### src/rtl/component_pkg.sv
// Shared defaults and helpers for the elastic delay line.
package component_pkg;

    localparam int DEFAULT_WIDTH  = 8;
    localparam int DEFAULT_CYCLES = 4;

    // Width of an occupancy counter able to hold 0..n.
    function automatic int cnt_w(input int n);
        return $clog2(n + 1);
    endfunction

endpackage

### src/rtl/component_elastic_delay_if.sv
// Valid/ready payload stream used on both sides of the elastic delay line.
interface component_elastic_delay_if
    import component_pkg::*;
#(
    parameter int WIDTH = DEFAULT_WIDTH
);
    logic             valid;
    logic             ready;
    logic [WIDTH-1:0] data;

    modport master (output valid, output data, input ready);
    modport slave  (input valid, input data, output ready);
endinterface

### src/rtl/component_pipe_stage.sv
// One elastic register stage: holds a single {valid,data} item.
module component_pipe_stage #(
    parameter int WIDTH = 8
) (
    input  logic             clk,
    input  logic             rst,
    input  logic             up_valid,
    output logic             up_ready,
    input  logic [WIDTH-1:0] up_data,
    output logic             dn_valid,
    input  logic             dn_ready,
    output logic [WIDTH-1:0] dn_data
);
    logic             vld_p0;
    logic [WIDTH-1:0] dat_p0;

    // The slot can take a new item when it is empty or its item leaves this cycle.
    assign up_ready = !vld_p0 || dn_ready;

    always_ff @(posedge clk or negedge rst) begin
        if (!rst) begin
            vld_p0 <= 1'b0;
            dat_p0 <= '0;
        end else if (up_ready) begin
            vld_p0 <= up_valid;
            if (up_valid) begin
                dat_p0 <= up_data;
            end
        end
    end

    assign dn_valid = vld_p0;
    assign dn_data  = dat_p0;
endmodule

### src/rtl/component_elastic_delay.sv
// Flow-controlled CYCLES-deep delay line with bubble compression and occupancy count.
module component_elastic_delay
    import component_pkg::*;
#(
    parameter int WIDTH  = DEFAULT_WIDTH,
    parameter int CYCLES = DEFAULT_CYCLES
) (
    input  logic                          clk,
    input  logic                          rst,
    component_elastic_delay_if.slave      up,
    component_elastic_delay_if.master     dn,
    output logic [cnt_w(CYCLES)-1:0]      count,
    output logic                          empty
);
    localparam int CW = cnt_w(CYCLES);

    logic             vld [0:CYCLES];
    logic             rdy [0:CYCLES];
    logic [WIDTH-1:0] dat [0:CYCLES];
    logic [CW-1:0]    cnt_r;
    logic             in_fire;
    logic             out_fire;

    assign vld[0]      = up.valid;
    assign dat[0]      = up.data;
    assign up.ready    = rdy[0];
    assign rdy[CYCLES] = dn.ready;

    for (genvar k = 0; k < CYCLES; k++) begin : g_stage
        component_pipe_stage #(.WIDTH(WIDTH)) u_stage (
            .clk      (clk),
            .rst      (rst),
            .up_valid (vld[k]),
            .up_ready (rdy[k]),
            .up_data  (dat[k]),
            .dn_valid (vld[k+1]),
            .dn_ready (rdy[k+1]),
            .dn_data  (dat[k+1])
        );
    end

    assign dn.valid = vld[CYCLES];
    assign dn.data  = dat[CYCLES];

    assign in_fire  = up.valid && rdy[0];
    assign out_fire = vld[CYCLES] && dn.ready;

    // Simultaneous accept and retire leaves occupancy unchanged.
    always_ff @(posedge clk or negedge rst) begin
        if (!rst) begin
            cnt_r <= '0;
        end else begin
            case ({in_fire, out_fire})
                2'b10:   cnt_r <= cnt_r + CW'(1);
                2'b01:   cnt_r <= cnt_r - CW'(1);
                default: cnt_r <= cnt_r;
            endcase
        end
    end

    assign count = cnt_r;
    assign empty = (cnt_r == '0);
endmodule

### src/flat_wrapper.sv
// flat-port wrapper written by rule: the top's interface ports become plain ports
module component_elastic_delay_flat import component_pkg::*;
#(
    parameter int WIDTH  = DEFAULT_WIDTH,
    parameter int CYCLES = DEFAULT_CYCLES
)
  (clk, rst, count, empty, up_valid, up_data, up_ready, dn_valid, dn_data, dn_ready);
  component_elastic_delay_if #(.WIDTH(WIDTH)) up_i ();
  component_elastic_delay_if #(.WIDTH(WIDTH)) dn_i ();
  input  logic clk;
  input  logic rst;
  output logic [cnt_w(CYCLES)-1:0] count;
  output logic empty;
  input wire logic [$bits(up_i.valid)-1:0] up_valid;
  input wire logic [$bits(up_i.data)-1:0] up_data;
  output wire logic [$bits(up_i.ready)-1:0] up_ready;
  output wire logic [$bits(dn_i.valid)-1:0] dn_valid;
  output wire logic [$bits(dn_i.data)-1:0] dn_data;
  input wire logic [$bits(dn_i.ready)-1:0] dn_ready;
  assign up_i.valid = up_valid;
  assign up_i.data = up_data;
  assign up_ready = up_i.ready;
  assign dn_valid = dn_i.valid;
  assign dn_data = dn_i.data;
  assign dn_i.ready = dn_ready;
  component_elastic_delay #(.WIDTH(WIDTH), .CYCLES(CYCLES)) u_core (.clk(clk), .rst(rst), .up(up_i), .dn(dn_i), .count(count), .empty(empty));
endmodule
### config.mk
export PLATFORM = sky130hd
export DESIGN_NAME = component_elastic_delay_flat
export DESIGN_NICKNAME = d
export VERILOG_FILES = /design/src/rtl/component_pkg.sv /design/src/rtl/component_elastic_delay_if.sv /design/src/rtl/component_pipe_stage.sv /design/src/rtl/component_elastic_delay.sv /design/src/flat_wrapper.sv
export SDC_FILE = /design/constraint.sdc
export NUM_CORES = 1
export LEC_CHECK = 0
export ABC_AREA = 1
export CAP_MARGIN = 20
export CORE_ASPECT_RATIO = 0.9
export CORE_MARGIN = 3
export CORE_UTILIZATION = 56
export CTS_CLUSTER_SIZE = 25
export DETAILED_ROUTE_END_ITERATION = 8
export PLACE_DENSITY = 0.83
export SYNTH_ARGS = -nofsm -noshare
export SYNTH_HDL_FRONTEND = slang
export SYNTH_SLANG_ARGS = --single-unit
### constraint.sdc
create_clock -name clk -period 5.56 [get_ports clk]
set_input_delay 1.39 -clock clk [delete_from_list [all_inputs] [get_ports clk]]
set_output_delay 1.39 -clock clk [all_outputs]
set_load 0.01 [all_outputs]
==> results.json <==
{
  "grt_start_max_net_pins": 40,
  "yosys-top-cells-area": "sky130_fd_sc_hd__dfrtp_1, sky130_fd_sc_hd__nand2_1, sky130_fd_sc_hd__nand3_1, sky130_fd_sc_hd__buf_4, sky130_fd_sc_hd__nand2_2",
  "drv.max_cap_violation_count": 0,
  "delay_heaviest_family_cp": "buffers and inverters",
  "synth_area_leader_cell": "sky130_fd_sc_hd__dfrtp_1",
  "ios": 26,
  "via_count_of_the_first_global_routing_pass": 1118,
  "synth.cells.most_frequent": "sky130_fd_sc_hd__nand2_1, sky130_fd_sc_hd__dfrtp_1, sky130_fd_sc_hd__nand3_1",
  "path_max_fanout": 11,
  "cts_root_buf": "sky130_fd_sc_hd__clkbuf_4",
  "cts_buffers": 5,
  "asyncSetResetFlopFracSynth_pct": 100,
  "dieArea_sq_um": 3640,
  "post_synth_inst_count": 177,
  "arrival_time_of_data_at_the_critical_path_endpoint_ns": 3.05,
  "cts-resized-gates": 0,
  "synth_top_flop_cell": "sky130_fd_sc_hd__dfrtp_1",
  "min_period_ns": 4.44,
  "grtUsageMet1_pct": 18.8,
  "tritoncts": "done",
  "layout-drive-gt1-share_pct": 8.63,
  "via_per_inst": 4.87,
  "antenna_violations_before_repair": 0,
  "synth.top_cell.area_share_pct": 59.1,
  "global_route.peak_usage_layer": "met2",
  "sequential_element_share_of_the_synthesized_area_pct": 59.1,
  "cts_hold_repair.buffers": 0,
  "avgSynthCellArea_sq_um": 9.33,
  "drt_pass1_iterations": 4,
  "fmax_ghz": 0.225,
  "leakage_nw": 0.983,
  "cp_capture_type": "output pin",
  "worst-slew-pin-transition_ns": 0.828,
  "yosys_warnings": 0,
  "powerDensity_nw_per_um2": 478,
  "final_report_hold_violation_count": 0,
  "drc_errors": 0,
  "final.setup.worst_slack_ns": 1.12,
  "max_slew_margin_pct": 44.8,
  "wl_um": 2630,
  "fin_cells": 237,
  "worstSkewPairLatency_ns": 0.34,
  "run_status": "finished clean",
  "area_growth_syn_to_layout_pct": 16.5,
  "cts_setup_buffers": 0,
  "floorplan.initialDensity_pct": 59.6,
  "gp_routability_congestion": 0.715,
  "max_stage_delay_ns": 0.62,
  "route.detailed.wl_per_inst_um": 11.1,
  "path_common_cell": "sky130_fd_sc_hd__clkdlybuf4s50_1",
  "rsz0062_at_grt": "false",
  "wire_length_of_the_first_global_routing_pass_um": 4640,
  "buffer_ports.inserted": 25,
  "row_count": 18,
  "ant_nets": 0,
  "yosys_register_bits": 39,
  "die_height_um": 57.5,
  "hold_path.class": "flop to flop",
  "syn_nets": 191,
  "timing.critical_path.buf_inv": 2,
  "clock-skew-final_ns": 0.00895,
  "nFillCells": 225,
  "setup-tns-final_ns": 0,
  "globalRouteTotalUtil_pct": 16.7,
  "pre_cts_setup_slack_ns": 1.13,
  "place.detailed.hpwl_um": 1940,
  "grt_overflow": 0,
  "clk_transition_reported_paths_ns": 0.10,
  "startpoint_type": "primary input",
  "post_synth_edffs": 0,
  "final_max_slew_viol_count": 0,
  "ir_worst_vdd_mv": 0.288,
  "worst_path_max_delay_cell": "sky130_fd_sc_hd__clkdlybuf4s50_1",
  "synth_unique_cells": 20,
  "cts.htree.levels": 2,
  "dr.first_iter.drc_count": 62,
  "grt_use_met3_pct": 7.48,
  "core_area_sq_um": 2770,
  "cts_max_path_buffers": 2,
  "finalSetupViolCount": 0,
  "via_count": 1154,
  "insertedDiodeCount": 0,
  "critical_path_required_ns": 4.17,
  "yosys.cell_count.top_type": "sky130_fd_sc_hd__nand2_1",
  "share_of_the_cycle_needed_by_the_critical_path_after_routing_pct": 79.8,
  "nNetsFinal": 210,
  "placed_cells_incl_taps": 229,
  "use_met2_pct": 28.9,
  "floorplan.die.width_um": 63.2,
  "worst-setup-path-type": "primary input to output pin",
  "cts_sinks": 39,
  "timing.critical_path.cells": "clkdlybuf4s50_1 -> nor2_4 -> nand4_1 -> clkdlybuf4s50_1",
  "total_standard_cell_area_after_synthesis_sq_um": 1650
}
worst reg2reg max path: cells and delay by family, from the launching register on:
family / cells / cell delay, ns
flip-flops: 1 / 0.59
XOR/XNOR: 1 / 0.12
buffers and inverters: 1 / 0.08
adder cells (fa/ha/maj): 2 / 0.59
AND/OR/NAND/NOR: 4 / 1.18
kinds of logic (layout without fill, tap and decap cells):
family | count (synthesis) | in the layout | share of synthesized area, %
xor gates and xnor gates | 2 | 2 | 1.06
adders and majority gates | 2 | 2 | 1.97
buffers and inverters | 19 | 39 | 6.89
AOI/OAI and AO/OA | 2 | 2 | 0.605
DFF | 39 | 39 | 59.1
and+or+nand+nor | 113 | 113 | 30.4
placed cells by master, fill, tap and decap left out, drive strengths merged:
cell type / Yosys / final
xnor2: 2 / 2
nor2: 1 / 1
dfrtp: 39 / 39
ha: 1 / 1
or2: 1 / 1
nand2: 76 / 76
clkdlybuf4s50: 0 / 24
buf: 12 / 1
nand4: 1 / 1
nor3: 1 / 1
nand3: 33 / 33
clkbuf: 1 / 8
a21oi: 1 / 1
o21ai: 1 / 1
inv: 6 / 6
fa: 1 / 1
power by group:
group / leakage [nW] / switching [mW] / internal (mW)
registers: 0.485 / 0.0777 / 0.380
logic: 0.460 / 0.154 / 0.148
clock network: 0.0386 / 0.0853 / 0.0745
through the flow:
stage	instance area [sq um]	total power [mW]	utilization (%)	hold slack [ns]
finish	1920	0.920	69.5	0.479
global route	1920	0.995	69.5	0.499
CTS	1920	0.931	69.5	0.484
detailed placement	1860	0.770	67.0	0.458
global placement	1860	0.753	67.0	0.453
floorplan	1650	0.671	-	0.443
layer usage:
| layer | vias up | wire, um |
|---|---|---|
| met5 | - | 0 |
| met4 | 0 | 14 |
| met3 | 2 | 162 |
| met2 | 28 | 1280 |
| met1 | 527 | 1170 |
| li1 | 597 | - |
worst paths after layout:
path / startpoint / endpoint / slack (ns) / cells after the start
worst max-delay path: dn_ready / up_ready / 1.12 / 4
worst min-delay path: u_core.g_stage[3].u_stage.dn_data[2] / u_core.g_stage[3].u_stage.dn_data[2] / 0.48 / 2
worst max register to register: u_core.g_stage[2].u_stage.dn_valid / u_core.count[2] / 2.93 / 8
worst min register to register: u_core.g_stage[3].u_stage.dn_data[2] / u_core.g_stage[3].u_stage.dn_data[2] / 0.48 / 2
max in group asynchronous: rst / u_core.g_stage[0].u_stage.dn_data[6] / 3.90 / 1
min in group asynchronous: rst / u_core.count[1] / 1.14 / 1
state kept, by name, indices dropped and copies added (netlist names):
name and flops:
u_core.count 3, u_core.g_stage.u_stage.dn_data 32, u_core.g_stage.u_stage.dn_valid 4
layout make-up:
type,instances,area (sq um),share of cell area (%)
inverters,6,22.5,1.17
repair buffers,25,245,12.7
clock buffers,8,68.8,3.58
well taps,40,50.0,2.60
multi-input cells,119,562,29.2
flip-flops and latches,39,976,50.7
Power figures use the tool's default switching activity.
